### src/rtl/irq_pkg.sv
// Shared definitions for the interrupt collector: source limit, width helper
// and the clear-handshake state type.
package irq_pkg;

   localparam int IRQ_MAX_SRC = 16;

   typedef enum logic {
      CLR_IDLE = 1'b0,
      CLR_HOLD = 1'b1
   } clr_state_e;

   function automatic int clog2_f(input int n);
      int r;
      r = 0;
      for (int v = n - 1; v > 0; v = v >> 1) begin
         r++;
      end
      return r;
   endfunction

endpackage

### src/rtl/prio_enc_lsb.sv
// Combinational lowest-set-bit encoder: index of the least significant 1 plus
// a valid flag. The index is 0 when no bit is set.
module prio_enc_lsb
   import irq_pkg::*;
#(
   parameter int N   = 4,
   parameter int IDW = clog2_f(N)
) (
   input  logic [N-1:0]   i_vec,
   output logic [IDW-1:0] o_idx,
   output logic           o_valid
);

   localparam int NW = (N < IRQ_MAX_SRC) ? N : IRQ_MAX_SRC;

   always_comb begin
      o_idx   = '0;
      o_valid = |i_vec;
      // Scan downwards so the lowest set bit is the last one written.
      for (int i = NW - 1; i >= 0; i--) begin
         if (i_vec[i]) begin
            o_idx = IDW'(i);
         end
      end
   end

endmodule

### src/rtl/irq_or_collector.sv
// Sticky event collector with per-source mask, registered OR-reduced irq and
// lowest-index irq_id, plus a clear port that needs one idle cycle between clears.
module irq_or_collector
   import irq_pkg::*;
#(
   parameter int N_SRC = 4,
   parameter int EDGE  = 1,
   parameter int IDW   = 2
) (
   input  logic             clk,
   input  logic             rst_n,
   input  logic [N_SRC-1:0] src,
   input  logic             mask_we,
   input  logic [N_SRC-1:0] mask_in,
   input  logic             clr_valid,
   input  logic [N_SRC-1:0] clr_vec,
   output logic             clr_ready,
   output logic             irq,
   output logic [IDW-1:0]   irq_id,
   output logic [N_SRC-1:0] pending,
   output logic [N_SRC-1:0] overrun
);

   logic [N_SRC-1:0] r_src_q;
   logic [N_SRC-1:0] r_pending;
   logic [N_SRC-1:0] r_overrun;
   logic [N_SRC-1:0] r_mask;
   logic             r_irq;
   logic [IDW-1:0]   r_irq_id;
   clr_state_e       r_clr_state;

   clr_state_e       w_clr_state_next;
   logic [N_SRC-1:0] w_ev;
   logic [N_SRC-1:0] w_pending_next;
   logic [N_SRC-1:0] w_overrun_next;
   logic [N_SRC-1:0] w_masked;
   logic [IDW-1:0]   w_enc_idx;
   logic             w_enc_valid;
   logic             w_clr_acc;

   // The source history is kept through reset so a line held high across
   // reset release is not seen as a fresh edge.
   always_ff @(posedge clk) begin
      r_src_q <= src;
   end

   generate
      if (EDGE != 0) begin : g_edge
         assign w_ev = src & ~r_src_q;
      end else begin : g_level
         assign w_ev = src;
      end
   endgenerate

   assign w_clr_acc = clr_valid & clr_ready;

   // An event beats a simultaneous clear so nothing is lost; overrun only
   // records an event landing on an already pending bit.
   generate
      for (genvar gi = 0; gi < N_SRC; gi++) begin : g_bit
         always_comb begin
            w_pending_next[gi] = r_pending[gi];
            w_overrun_next[gi] = r_overrun[gi];
            if (w_ev[gi]) begin
               w_pending_next[gi] = 1'b1;
               w_overrun_next[gi] = r_overrun[gi] | r_pending[gi];
            end else if (w_clr_acc && clr_vec[gi]) begin
               w_pending_next[gi] = 1'b0;
               w_overrun_next[gi] = 1'b0;
            end
         end
      end
   endgenerate

   always_ff @(posedge clk) begin
      if (!rst_n) begin
         r_pending <= '0;
         r_overrun <= '0;
         r_mask    <= '0;
      end else begin
         r_pending <= w_pending_next;
         r_overrun <= w_overrun_next;
         if (mask_we) begin
            r_mask <= mask_in;
         end
      end
   end

   assign w_masked = r_pending & r_mask;

   prio_enc_lsb #(
      .N   (N_SRC),
      .IDW (IDW)
   ) u_prio (
      .i_vec   (w_masked),
      .o_idx   (w_enc_idx),
      .o_valid (w_enc_valid)
   );

   always_ff @(posedge clk) begin
      if (!rst_n) begin
         r_irq    <= 1'b0;
         r_irq_id <= '0;
      end else begin
         r_irq    <= w_enc_valid;
         r_irq_id <= w_enc_idx;
      end
   end

   // Reset parks the handshake in CLR_HOLD so clr_ready stays low until the
   // first clock after reset release.
   always_ff @(posedge clk) begin
      if (!rst_n) begin
         r_clr_state <= CLR_HOLD;
      end else begin
         r_clr_state <= w_clr_state_next;
      end
   end

   always_comb begin
      w_clr_state_next = r_clr_state;
      case (r_clr_state)
         CLR_IDLE: if (clr_valid) w_clr_state_next = CLR_HOLD;
         CLR_HOLD: w_clr_state_next = CLR_IDLE;
         default:  w_clr_state_next = CLR_IDLE;
      endcase
   end

   always_comb begin
      clr_ready = (r_clr_state == CLR_IDLE);
   end

   assign irq     = r_irq;
   assign irq_id  = r_irq_id;
   assign pending = r_pending;
   assign overrun = r_overrun;

endmodule

### config.mk
export PLATFORM = sky130hd
export DESIGN_NAME = irq_or_collector
export DESIGN_NICKNAME = d
export VERILOG_FILES = /design/src/rtl/irq_pkg.sv /design/src/rtl/prio_enc_lsb.sv /design/src/rtl/irq_or_collector.sv
export SDC_FILE = /design/constraint.sdc
export NUM_CORES = 1
export LEC_CHECK = 0
export CAP_MARGIN = 15
export CORE_ASPECT_RATIO = 0.7
export CORE_UTILIZATION = 38
export DETAILED_ROUTE_END_ITERATION = 10
export HOLD_SLACK_MARGIN = 0.05
export PLACE_DENSITY_LB_ADDON = 0.3
export SETUP_SLACK_MARGIN = 0.5
export SLEW_MARGIN = 15
export SYNTH_ARGS = -nofsm -noshare
export SYNTH_HDL_FRONTEND = slang
export SYNTH_HIERARCHICAL = 1
export SYNTH_SLANG_ARGS = --single-unit
### constraint.sdc
create_clock -name clk -period 0.8 [get_ports clk]
set_input_delay 0.08 -clock clk [delete_from_list [all_inputs] [get_ports clk]]
set_output_delay 0.08 -clock clk [all_outputs]
set_load 0.02 [all_outputs]
==> results_dict.tcl <==
set metrics [dict create \
    status "finished, violations left" \
    violations "hold timing, setup timing" \
    max-vdd-ir-drop_uv 1510 \
    p_leak_nw 0.559 \
    cts_sinks 20 \
    drc 0 \
    worst_pin_slew_ns 0.281 \
    clock.fmax_mhz 1040 \
    synth_cell_types 16 \
    drive_gt1_frac 0.558 \
    reg2reg_to "irq$_SDFF_PN0_" \
    synth_top_cell_area_share 0.519 \
    tritoncts.num_buffers 3 \
    yosysWarnings 6 \
    cp.depth 5 \
    clk_pin_slew_ns 0.11 \
    drt_iter0_drc 10 \
    synthAdderAreaFrac 0 \
    syn_inst 75 \
    synth_mux_area_frac 0.0519 \
    grt_pass1_wl_mm 2.59 \
    synth_top_family_by_area "simple AND/OR/NAND/NOR gates" \
    hpwl_mm 1.13 \
    cts_root_buf "clkbuf_4" \
    avgSynthCellArea_um2 10.3 \
    antenna_found_initial 0 \
    detail-route-antenna-nets 0 \
    powerDensity_nw_per_um2 1560 \
    cpPeakStageDelay_ns 0.36 \
    critPathKind "reg2reg" \
    required_ns 1.01 \
    fillers 141 \
    rsz0062_at_grt "yes" \
    track_usage 0.170 \
    die-area_um2 2220 \
    worstPathCellList "buf_6 > and2_4 > nor2_2 > nand2_1 > and2_1" \
    syn-cell-area_um2 772 \
    grt_pass1_vias 577 \
    cp-start-kind "register" \
    synthSimpleGateAreaFrac 0.332 \
    maxSlewHeadroom 0.813 \
    yosys-top-cells-area "dfxtp_1 (52%), nor4b_2 (7.8%), nor2b_4 (7.1%)" \
    htree_num_levels 1 \
    timing.hold.ws_ns -0.0952 \
    crit_arrival_ns 1.17 \
    wl_per_cell_um 12.3 \
    vias_per_cell 4.84 \
    synth-compound-area-share 0.0697 \
    crit_slowest_cell "dfxtp_4" \
    max_cap_violations 0 \
    critPathCaptureType "register" \
    path_delay_family "simple AND/OR/NAND/NOR gates" \
    clkLatencyLatePin_ns 0.31 \
    synthXorXnorAreaFrac 0 \
    grt_max_degree 17 \
    cts_tree "built" \
    initial_core_util 0.409 \
    dp_cells 129 \
    slew_viol_final 0 \
    overflow 0 \
    finalPower_mw 2.04 \
    die_w_um 55.9 \
    critPathLaunch "pending[1]$_SDFFE_PN0P_" \
    period_share 1.20 \
    routed_wl_mm 1.67 \
    fin_nets 130 \
    synth_seq_area_share 0.519 \
    crit_fanout 3 \
    areaGrowthSynthToFinish_pct 68.9 \
    post-route-util 0.691 \
    place.gp.congestion 0.725 \
    pin_count 28 \
    setup_violations 23 \
    critPathBufInv 1 \
    cp-endpoint "irq$_SDFF_PN0_" \
    worstHoldPathType "in2reg" \
    port_buffers 27 \
    instances_no_fill 135 \
    setup_ws_ns -0.158 \
    diodes 0 \
    ys_seq_elements 20 \
    reg2reg_slack_ns -0.16 \
    cts.path.max_buffers 2 \
    die_height_um 39.7 \
    core-area_um2 1890 \
    yosysTopAreaCell "dfxtp_1" \
    rows 13 \
    period_minus_slack_ns 0.958 \
    via_count 653 \
    hold_viol 1 \
    skew_ns 0.00339 \
    firstDrtPassIters 5 \
    r2r_start "pending[1]$_SDFFE_PN0P_" \
    synth_fp_nets 91 \
    reg2reg_depth 5 \
]
[worst min path at each step]
stage          depth (start not counted)                      to  slack [ns]              startpoint
5_1_grt                                1      r_src_q[3]$_DFF_P_        -0.1                  src[3]
4_1_cts                                1      r_src_q[1]$_DFF_P_        0.01                  src[1]
2_1_floorplan                          0      r_src_q[0]$_DFF_P_        0.11                  src[0]
6_report                               1      r_src_q[3]$_DFF_P_        -0.1                  src[3]
3_5_place_dp                           2  r_mask[2]$_SDFFE_PN0P_        0.51  r_mask[2]$_SDFFE_PN0P_
3_3_place_gp                           2  r_mask[1]$_SDFFE_PN0P_        0.49  r_mask[1]$_SDFFE_PN0P_
[sequential cells by signal, indices dropped and copies added (netlist names)]
register,cells
overrun,4
irq_id,2
r_src_q,4
pending,4
r_mask,4
irq,1
r_clr_state,1
[cell usage after synthesis]
master,number
a21oi_2,1
and2_1,7
buf_2,1
clkbuf_2,1
dfxtp_1,20
inv_1,2
inv_2,1
mux2i_1,4
nand2_1,1
nand2b_1,1
nor2_1,10
nor2b_1,4
nor2b_4,4
nor3_1,5
nor4b_2,4
o21ai_0,9
[what timing repair did]
action | 4_1_cts | 5_1_grt
setup endpoints to repair | 31 | 29
endpoints found under the hold margin | 3 | 4
pin swaps | 3 | 0
buffers inserted | 1 | 1
resized for setup | 91 | 4
[layer usage]
metal | up-vias | routed length, µm | part of all wire | global-route usage
met1 | 291 | 737 | 0.44 | 0.189
met4 | 0 | 21 | 0.013 | 0.0732
li1 | 328 | - | - | -
met5 | - | 0 | 0 | 0
met3 | 5 | 153 | 0.092 | 0.0825
met2 | 29 | 756 | 0.45 | 0.286
[placed cells by master (no fill, tap or decap), types with 2 or more instances in the layout]
master	instances
nor2_2	2
and2_1	3
clkdlybuf4s50_1	10
o21ai_1	3
o21ai_0	6
dfxtp_4	11
nor3_1	5
nor2_1	8
nor2b_1	4
nor2b_4	4
buf_6	14
and2_4	4
nor4b_4	4
mux2i_1	4
clkbuf_4	3
dlygate4sd2_1	4
dfxtp_2	9
buf_4	6
[cell families after synthesis]
group                  count (synthesis)
muxes                                  4
and+or+nand+nor                       36
AOI/OAI and AO/OA                     10
buffers and inverters                  5
DFF                                   20
[layout make-up]
class / instances / area (µm²) / area share
timing repair buffer: 36 / 365 / 0.280
inverter: 3 / 13.8 / 0.0106
sequential: 20 / 453 / 0.347
clock buffer: 4 / 36.3 / 0.0278
tap: 22 / 27.5 / 0.0211
multi-input combinational: 50 / 408 / 0.313
[power by group]
part / total [mW] / switching (mW) / internal [mW]
sequential: 1.07 / 0.0375 / 1.03
combinational: 0.373 / 0.152 / 0.220
clock: 0.596 / 0.317 / 0.278
total: 2.04 / 0.507 / 1.53
[metrics by stage]
step / instance area [µm²] / setup TNS (ns) / setup slack (ns) / hold slack (ns)
2_1_floorplan: 847 / -0.443 / -0.0907 / 0.108
3_3_place_gp: 1180 / -6.60 / -0.346 / 0.491
3_5_place_dp: 1180 / -7.04 / -0.373 / 0.507
4_1_cts: 1290 / -2.38 / -0.160 / 0.0110
5_1_grt: 1300 / -3.24 / -0.202 / -0.0983
6_report: 1300 / -2.28 / -0.158 / -0.0952
Power figures use the tool's default switching activity.
